<file path="config.mk">
export PLATFORM = sky130hd
export DESIGN_NAME = intersection_phase_scheduler_flat
export DESIGN_NICKNAME = d
export VERILOG_FILES = /design/src/rtl/intersection_phase_scheduler_pkg.sv /design/src/rtl/intersection_phase_scheduler_if.sv /design/src/rtl/intersection_phase_scheduler_rr_pick.sv /design/src/rtl/intersection_phase_scheduler.sv /design/src/flat_wrapper.sv
export SDC_FILE = /design/constraint.sdc
export NUM_CORES = 1
export LEC_CHECK = 0
export BUFFER_PORTS_ARGS = -buffer_cell sky130_fd_sc_hd__clkbuf_2
export CORE_MARGIN = 3
export CORE_UTILIZATION = 48
export DETAILED_ROUTE_END_ITERATION = 8
export PLACE_DENSITY = 0.69
export SYNTH_ARGS = -nofsm -noshare
export SYNTH_HDL_FRONTEND = slang
export SYNTH_HIERARCHICAL = 1
export SYNTH_SLANG_ARGS = --single-unit
</file>
<file path="constraint.sdc">
create_clock -name clk -period 4.9 [get_ports clk]
set_clock_uncertainty 0.15 [all_clocks]
set_input_delay 0.735 -clock clk [delete_from_list [all_inputs] [get_ports clk]]
set_output_delay 0.735 -clock clk [all_outputs]
set_load 0.03 [all_outputs]
</file>
<file path="src/rtl/intersection_phase_scheduler_pkg.sv">
// Shared types and helpers for the intersection phase scheduler.
// The state enum, lamp bit positions and a one-hot helper.
package traffic_sched_pkg;

    localparam int MAX_APPR = 8;

    typedef enum logic [1:0] {
        ALL_RED = 2'd0,
        GREEN   = 2'd1,
        ORANGE  = 2'd2,
        WALK    = 2'd3
    } state_e;

    localparam int LAMP_RED    = 0;
    localparam int LAMP_ORANGE = 1;
    localparam int LAMP_GREEN  = 2;
    localparam int N_LAMP      = 3;

    function automatic logic [MAX_APPR-1:0] onehot(input logic [2:0] idx);
        return MAX_APPR'(1) << idx;
    endfunction

endpackage

</file>
<file path="src/rtl/intersection_phase_scheduler_if.sv">
// Detector inputs and lamp outputs of the phase scheduler.
// The controller side is the slave; the detector/lamp side is the master.
interface intersection_phase_scheduler_if #(
    parameter int N_APPR = 4
);
    localparam int PW = $clog2(N_APPR);

    logic [N_APPR-1:0] req;
    logic              ped_req;
    logic [N_APPR-1:0] green;
    logic [N_APPR-1:0] orange;
    logic [N_APPR-1:0] red;
    logic              walk;
    logic [PW-1:0]     phase_idx;
    logic              ped_pending;

    modport master (
        output req, ped_req,
        input  green, orange, red, walk, phase_idx, ped_pending
    );

    modport slave (
        input  req, ped_req,
        output green, orange, red, walk, phase_idx, ped_pending
    );

endinterface

</file>
<file path="src/rtl/intersection_phase_scheduler_rr_pick.sv">
// Circular first-requester search starting at ptr (combinational).
// Scanning offsets from high to low lets the lowest offset win.
module rr_pick #(
    parameter int N_APPR = 4,
    parameter int PW     = $clog2(N_APPR)
) (
    input  logic [N_APPR-1:0] req,
    input  logic [PW-1:0]     ptr,
    output logic              vld,
    output logic [PW-1:0]     idx
);

    int            s;
    logic [PW-1:0] sel;

    always_comb begin
        vld = 1'b0;
        idx = '0;
        s   = 0;
        sel = '0;
        for (int k = N_APPR - 1; k >= 0; k--) begin
            s = int'(ptr) + k;
            if (s >= N_APPR) s = s - N_APPR;
            sel = PW'(s);
            if (req[sel]) begin
                vld = 1'b1;
                idx = sel;
            end
        end
    end

endmodule

</file>
<file path="src/rtl/intersection_phase_scheduler.sv">
// Round-robin intersection sequencer: green/orange/all-red per approach,
// plus an exclusive pedestrian walk phase. Lamps are registered from next state.
module intersection_phase_scheduler
    import traffic_sched_pkg::*;
#(
    parameter int N_APPR      = 4,
    parameter int CW          = 6,
    parameter int T_GREEN_MIN = 8,
    parameter int T_GREEN_MAX = 25,
    parameter int T_ORANGE    = 5,
    parameter int T_ALLRED    = 2,
    parameter int T_WALK      = 10
) (
    input  logic clk,
    input  logic rst,
    intersection_phase_scheduler_if.slave bus
);

    localparam int PW = $clog2(N_APPR);

    localparam logic [1:0] ST_ALL_RED = ALL_RED;
    localparam logic [1:0] ST_GREEN   = GREEN;
    localparam logic [1:0] ST_ORANGE  = ORANGE;
    localparam logic [1:0] ST_WALK    = WALK;

    if (N_APPR < 2 || N_APPR > MAX_APPR) begin : g_chk_n
        $error("N_APPR must be in 2..8");
    end
    if (T_GREEN_MIN < 1 || T_GREEN_MAX < T_GREEN_MIN || T_GREEN_MAX >= (1 << CW)) begin : g_chk_green
        $error("green timing out of range");
    end
    if (T_ORANGE < 1 || T_ALLRED < 1 || T_WALK < 1 ||
        T_ORANGE > (1 << CW) || T_ALLRED > (1 << CW) || T_WALK > (1 << CW)) begin : g_chk_phase
        $error("phase timing out of range");
    end

    logic [1:0]    state, nstate;
    logic [CW-1:0] timer, ntimer;
    logic [PW-1:0] ptr, nptr, cur, ncur;
    logic          ped_pend, enter_walk;
    logic          pick_vld;
    logic [PW-1:0] pick_idx;
    logic          green_done;

    logic [MAX_APPR-1:0] req_w, cur_oh;

    logic [N_APPR-1:0][N_LAMP-1:0] lamp_d, lamp_q;
    logic                          walk_q;
    logic [N_APPR-1:0]             g_vec, o_vec, r_vec;

    rr_pick #(.N_APPR(N_APPR), .PW(PW)) u_pick (
        .req (bus.req),
        .ptr (ptr),
        .vld (pick_vld),
        .idx (pick_idx)
    );

    assign req_w  = MAX_APPR'(bus.req);
    assign cur_oh = onehot(3'(cur));

    // Below the minimum only the max-length cap can end green; above it, any loss of
    // own demand, competing demand, or a pending pedestrian ends it.
    assign green_done = (timer == CW'(T_GREEN_MAX - 1)) ||
                        ((timer >= CW'(T_GREEN_MIN - 1)) &&
                         (((req_w & cur_oh) == '0) || ((req_w & ~cur_oh) != '0) || ped_pend));

    always_comb begin
        nstate     = state;
        ntimer     = timer;
        nptr       = ptr;
        ncur       = cur;
        enter_walk = 1'b0;
        case (state)
            ST_ALL_RED: begin
                if (timer != '0) begin
                    ntimer = timer - 1'b1;
                end else if (ped_pend) begin
                    nstate     = ST_WALK;
                    ntimer     = CW'(T_WALK - 1);
                    enter_walk = 1'b1;
                end else if (pick_vld) begin
                    nstate = ST_GREEN;
                    ntimer = '0;
                    ncur   = pick_idx;
                    nptr   = (pick_idx == PW'(N_APPR - 1)) ? '0 : pick_idx + 1'b1;
                end
            end
            ST_GREEN: begin
                if (green_done) begin
                    nstate = ST_ORANGE;
                    ntimer = CW'(T_ORANGE - 1);
                end else begin
                    ntimer = timer + 1'b1;
                end
            end
            ST_ORANGE: begin
                if (timer == '0) begin
                    nstate = ST_ALL_RED;
                    ntimer = CW'(T_ALLRED - 1);
                end else begin
                    ntimer = timer - 1'b1;
                end
            end
            default: begin
                if (timer == '0) begin
                    nstate = ST_ALL_RED;
                    ntimer = CW'(T_ALLRED - 1);
                end else begin
                    ntimer = timer - 1'b1;
                end
            end
        endcase
    end

    always_comb begin
        lamp_d = '0;
        for (int i = 0; i < N_APPR; i++) begin
            lamp_d[i][LAMP_GREEN]  = (nstate == ST_GREEN)  && (ncur == PW'(i));
            lamp_d[i][LAMP_ORANGE] = (nstate == ST_ORANGE) && (ncur == PW'(i));
            lamp_d[i][LAMP_RED]    = !(lamp_d[i][LAMP_GREEN] || lamp_d[i][LAMP_ORANGE]);
        end
    end

    always_ff @(posedge clk or negedge rst) begin
        if (!rst) begin
            state    <= ST_ALL_RED;
            timer    <= CW'(T_ALLRED - 1);
            ptr      <= '0;
            cur      <= '0;
            ped_pend <= 1'b0;
            walk_q   <= 1'b0;
            for (int i = 0; i < N_APPR; i++) lamp_q[i] <= N_LAMP'(1) << LAMP_RED;
        end else begin
            state    <= nstate;
            timer    <= ntimer;
            ptr      <= nptr;
            cur      <= ncur;
            ped_pend <= bus.ped_req | (ped_pend & ~enter_walk);
            walk_q   <= (nstate == ST_WALK);
            lamp_q   <= lamp_d;
        end
    end

    always_comb begin
        for (int i = 0; i < N_APPR; i++) begin
            g_vec[i] = lamp_q[i][LAMP_GREEN];
            o_vec[i] = lamp_q[i][LAMP_ORANGE];
            r_vec[i] = lamp_q[i][LAMP_RED];
        end
    end

    assign bus.green       = g_vec;
    assign bus.orange      = o_vec;
    assign bus.red         = r_vec;
    assign bus.walk        = walk_q;
    assign bus.phase_idx   = cur;
    assign bus.ped_pending = ped_pend;

endmodule

</file>
<file path="src/flat_wrapper.sv">
// flat-port wrapper written by rule: the top's interface ports become plain ports
module intersection_phase_scheduler_flat import traffic_sched_pkg::*;
#(
    parameter int N_APPR      = 4,
    parameter int CW          = 6,
    parameter int T_GREEN_MIN = 8,
    parameter int T_GREEN_MAX = 25,
    parameter int T_ORANGE    = 5,
    parameter int T_ALLRED    = 2,
    parameter int T_WALK      = 10
)
  (clk, rst, bus_req, bus_ped_req, bus_green, bus_orange, bus_red, bus_walk, bus_phase_idx, bus_ped_pending);
  intersection_phase_scheduler_if #(.N_APPR(N_APPR)) bus_i ();
  input  logic clk;
  input  logic rst;
  input wire logic [$bits(bus_i.req)-1:0] bus_req;
  input wire logic [$bits(bus_i.ped_req)-1:0] bus_ped_req;
  output wire logic [$bits(bus_i.green)-1:0] bus_green;
  output wire logic [$bits(bus_i.orange)-1:0] bus_orange;
  output wire logic [$bits(bus_i.red)-1:0] bus_red;
  output wire logic [$bits(bus_i.walk)-1:0] bus_walk;
  output wire logic [$bits(bus_i.phase_idx)-1:0] bus_phase_idx;
  output wire logic [$bits(bus_i.ped_pending)-1:0] bus_ped_pending;
  assign bus_i.req = bus_req;
  assign bus_i.ped_req = bus_ped_req;
  assign bus_green = bus_i.green;
  assign bus_orange = bus_i.orange;
  assign bus_red = bus_i.red;
  assign bus_walk = bus_i.walk;
  assign bus_phase_idx = bus_i.phase_idx;
  assign bus_ped_pending = bus_i.ped_pending;
  intersection_phase_scheduler #(.N_APPR(N_APPR), .CW(CW), .T_GREEN_MIN(T_GREEN_MIN), .T_GREEN_MAX(T_GREEN_MAX), .T_ORANGE(T_ORANGE), .T_ALLRED(T_ALLRED), .T_WALK(T_WALK)) u_core (.clk(clk), .rst(rst), .bus(bus_i));
endmodule
</file>
# Yosys cells after proc, flatten, opt, wreduce, memory -nomap -nowiden
# Index checks and enable logic that the tools add are counted.
# W data, S select, Z words.
classes:
  addsub: 10
  n_lt_le_gt_ge: 9
  n_eq_ne: 10
  n_shift: 1
  n_mux: 40
  bitwise: 8
  reduce_logical: 27
op_table:
  columns: ["op", "count"]
  rows:
  - ["$mux W2", 18]
  - ["$mux W6", 5]
  - ["$and A4 B8 Y8", 2]
  - ["$lt A2 B3 Y1 const B", 4]
  - ["$pmux W6 S2", 1]
  - ["$mux W1", 11]
  - ["$eq A2 B2 Y1 const B", 5]
  - ["$ge A3 B3 Y1 const B", 3]
  - ["$logic_and A1 B1 Y1", 9]
  - ["$bmux W1 S2", 4]
  - ["$logic_not A8 Y1", 1]
  - ["$not A8 Y8", 1]
  - ["$reduce_bool A8 Y1", 1]
  - ["$shl A1 B2 Y8 const A", 1]
  - ["$sub A2 B1 Y2 const B", 4]
  - ["$logic_or A1 B1 Y1", 7]
  - ["$add A2 B2 Y3 const B", 2]
  - ["$add A6 B1 Y6 const B", 1]
  - ["$eq A2 B1 Y1 const B", 3]
  - ["$eq A6 B5 Y1 const B", 1]
  - ["$ge A6 B3 Y1 const B", 1]
  - ["$logic_not A6 Y1", 1]
  - ["$reduce_bool A6 Y1", 1]
  - ["$sub A6 B1 Y6 const B", 1]
  - ["11 further kinds", 17]
totals:
  regBits: 26
  in_bits: 7
  output_inout_bits: 16
  elab_cells: 115

# Longest topological paths before layout
logic_depth:
  depth_word: 17
  depth_mapped: 10
  ltp_nobuf: 9

# Hierarchy
# Netlist, hierarchy kept.
modules_own_cells:
  columns: ["mod", "n_inst", "cells_per_inst", "area_per_inst_um2"]
  rows:
  - ["intersection_phase_scheduler", 1, 134, 1347.5]
  - ["rr_pick", 1, 13, 77.6]

# Worst setup path after synthesis
# OpenSTA, ideal clock, no wires.
synth_timing:
  kind: "flip-flop to flip-flop"
  from: "reg u_core.timer[3]"
  to: "reg u_core.lamp_q, in the netlist u_core/bus.orange[2]"
  setup_time_ps: 120
  t_arrival_ps: 2148
  required_ps: 4630
  slack_ps: 2482
  stages_incl_launch_ff: 10
  path_buffers: 2
  path_cell_list: "dfrtp_1 buf_6 or3_4 or4_4 or2_1 buf_6 mux2i_4 inv_2 nand2_1 nor2_1"
synth_rtl:
  columns: ["item", "line_no", "source"]
  rows:
  - ["start: declaration", "intersection_phase_scheduler.sv:38", "logic [CW-1:0] timer, ntimer;"]
  - ["start signal: assignment", "intersection_phase_scheduler.sv:127", "timer <= CW'(T_ALLRED - 1);"]
  - ["start signal: assignment", "intersection_phase_scheduler.sv:135", "timer <= ntimer;"]
  - ["end signal: assignment", "intersection_phase_scheduler.sv:140", "lamp_q <= lamp_d;"]
  - ["end: declaration", "intersection_phase_scheduler.sv:47", "logic [N_APPR-1:0][N_LAMP-1:0] lamp_d, lamp_q;"]

==> results_dict.tcl <==
set metrics [dict create \
    status "finished clean" \
    power.leakage_nw 0.722 \
    track_usage 0.169 \
    grt_overflow_total 0 \
    clk_pin_slew_ns 0.14 \
    yosysTopAreaCell "dfrtp_1" \
    hold_path_class "input port to asynchronous set/reset pin" \
    grt_pass1_vias 1092 \
    hold_viol_final 0 \
    path_cells "ha_1 > a2111oi_0 > o311ai_1 > xnor2_1 > nand3_1" \
    fmax_mhz 378 \
    drc 0 \
    cts_setup_buffers 0 \
    p_per_area_nw_per_um2 507 \
    path_max_fanout 6 \
    syn_to_final_growth_pct 11.8 \
    intPower_mw 0.483 \
    synth-edff-count 0 \
    p_comb_frac 0.388 \
    drtIter0Drc 58 \
    finalInstanceArea_um2 1590 \
    synth.area.top_cells "dfrtp_1 37%, dfstp_2 9.2%, nor2_1 5.8%" \
    fp-row-count 19 \
    synth_top_cell_area_share 0.369 \
    finalNonFillerCells 201 \
    synth_nets 157 \
    seqPwrFrac 0.431 \
    root_buffer "clkbuf_4" \
    first_pass_iters 4 \
    postRouteWirelength_um 2940 \
    ir_worst_vdd_v 0.000308 \
    worst_path_max_delay_cell "a2111oi_0" \
    ant_nets 0 \
    clock_path_buffers 2 \
    grt_max_degree 27 \
    critPathMaxStageDelay_ns 0.87 \
    relSlewSlack 0.349 \
    clock-sinks 26 \
    cp_data_arrival_time_ns 2.75 \
    ys_ff_latch 26 \
    start_kind "flop" \
    cap_viol_max_count 0 \
    p_sw_frac 0.401 \
    ioPinCount 23 \
    post-route-period-util 0.541 \
    maxSlewViolCount 0 \
    setup_viol 0 \
    p_clk_frac 0.181 \
    fin_tns_setup_ns 0 \
    place_congestion 0.848 \
    critPathKind "flop to flop" \
    initial_core_util 0.512 \
    tightest_slew_ns 0.952 \
    yosysWarnings 6 \
    placed_area_um2 1540 \
    core_region_area_um2 2780 \
    rsz0062_at_grt "no" \
    place_hpwl_um 2170 \
    power.total_mw 0.807 \
    cts_tree "built" \
    seq_area_frac_synth 0.461 \
    die_h_um 60.5 \
    numPortBuffers 22 \
    p_switching_mw 0.324 \
    async_flop_share 1.00 \
    htreeDepth 1 \
    cts_hold_buf 0 \
    cts_resized 0 \
    place_inst 197 \
    synth_most_common_cell "nor2_1" \
    reg2reg_depth 5 \
    drive_gt1_frac 0.241 \
    syn_inst 147 \
    grt_pass1_wl_um 4700 \
    ys.flop_type "dfrtp_1" \
    vias 1189 \
    die-area_um2 3660 \
    clk_latency_ns 0.32 \
    yosys-top-cells-count "22 x nor2_1, 21 x dfrtp_1, 15 x nand2_1" \
    synth_area_um2 1430 \
    layout.nets 181 \
    cts_made_buffers 3 \
    diodes 0 \
    synth_cell_type_count 45 \
    die_x_um 60.5 \
    fin_crit_ns 2.65 \
    viasPerCell 5.92 \
    antenna_found_initial 0 \
    postSynthAreaPerCell_um2 9.69 \
    worstPathRequired_ns 5.00 \
    endpoint_kind "flop" \
    wl_per_cell_um 14.6 \
]
## per-stage QoR
stage	setup slack, ns	hold slack, ns	util
after floorplan	2.48	0.289	-
after global placement	2.27	0.379	0.554
after detailed placement	2.14	0.380	0.554
after CTS	2.24	0.266	0.573
after global routing	1.96	0.277	0.573
final	2.25	0.253	0.573
## area by class of cell
class                      count  area (um2)
clock buffer                   3        22.5
timing repair buffer          22         110
clock inverter                 1        30.0
tap                           31        38.8
multi-input combinational    112         712
sequential                    26         657
fill                         256        1190
inverter                       6        22.5
## kinds of logic after synthesis
| group | share of synthesized area |
|---|---|
| compound gates | 0.126 |
| xor+xnor | 0.0369 |
| fa+ha+maj | 0.0263 |
| buf+inv | 0.0395 |
| flops | 0.461 |
| mux | 0.0544 |
| simple gates | 0.256 |
## worst paths after layout
| path | startpoint | end | slack [ns] |
|---|---|---|---|
| min in group clk | u_core/timer[0]$_DFFE_PN1P_ | u_core/timer[0]$_DFFE_PN1P_ | 0.40 |
| hold / removal | rst | u_core/timer[3]$_DFFE_PN0P_ | 0.25 |
| setup reg to reg | u_core/timer[1]$_DFFE_PN0P_ | u_core/bus.red[3]$_DFF_PN1_ | 2.25 |
| setup / recovery | u_core/timer[1]$_DFFE_PN0P_ | u_core/bus.red[3]$_DFF_PN1_ | 2.25 |
| max in group asynchronous | rst | u_core/bus.phase_idx[0]$_DFF_PN0_ | 3.94 |
| hold reg to reg | u_core/timer[0]$_DFFE_PN1P_ | u_core/timer[0]$_DFFE_PN1P_ | 0.40 |
## worst max-delay path: cells and delay by family (launching register included)
| kind | cells | cell delay, ns |
|---|---|---|
| simple gates | 1 | 0.15 |
| compound gates | 2 | 1.19 |
| flops | 1 | 0.46 |
| xor+xnor | 1 | 0.40 |
| fa+ha+maj | 1 | 0.24 |
## cell usage in the layout, fill, tap and decap left out, types with 2 or more instances in the layout
cell type,n
o21ai_0,3
inv_1,4
mux2_2,2
clkbuf_2,22
nor4_1,2
a21oi_1,5
nand2b_1,6
nand3_1,7
xnor2_1,3
ha_1,3
mux2i_4,2
nor3_1,7
nor3b_1,3
dfrtp_1,21
o211ai_1,3
nand2_1,15
clkbuf_4,3
nor2_1,22
xor2_1,3
dfstp_2,5
inv_2,2
nor2b_1,2
## state kept, by name, summed over array words and instances (netlist names)
signal	cells
u_core/bus.orange	4
u_core/ptr	2
u_core/bus.green	4
u_core/bus.ped_pending	1
u_core/bus.red	4
u_core/state	2
u_core/bus.phase_idx	2
u_core/timer	6
u_core/bus.walk	1
## power groups by stage
stage	registers, mW	logic, mW	clock network, mW
2_1_floorplan	0.365	0.230	0
3_3_place_gp	0.347	0.304	0
3_5_place_dp	0.350	0.311	0
4_1_cts	0.347	0.314	0.150
5_1_grt	0.357	0.346	0.157
6_report	0.348	0.313	0.146
## metal layers
| layer | track usage | vias up | share of wire |
|---|---|---|---|
| met4 | 0.0774 | 0 | 0.016 |
| met3 | 0.0277 | 6 | 0.029 |
| met2 | 0.298 | 28 | 0.50 |
| li1 | - | 561 | - |
| met1 | 0.201 | 594 | 0.45 |
| met5 | 0 | - | 0 |
(Power assumes the default switching activity.)
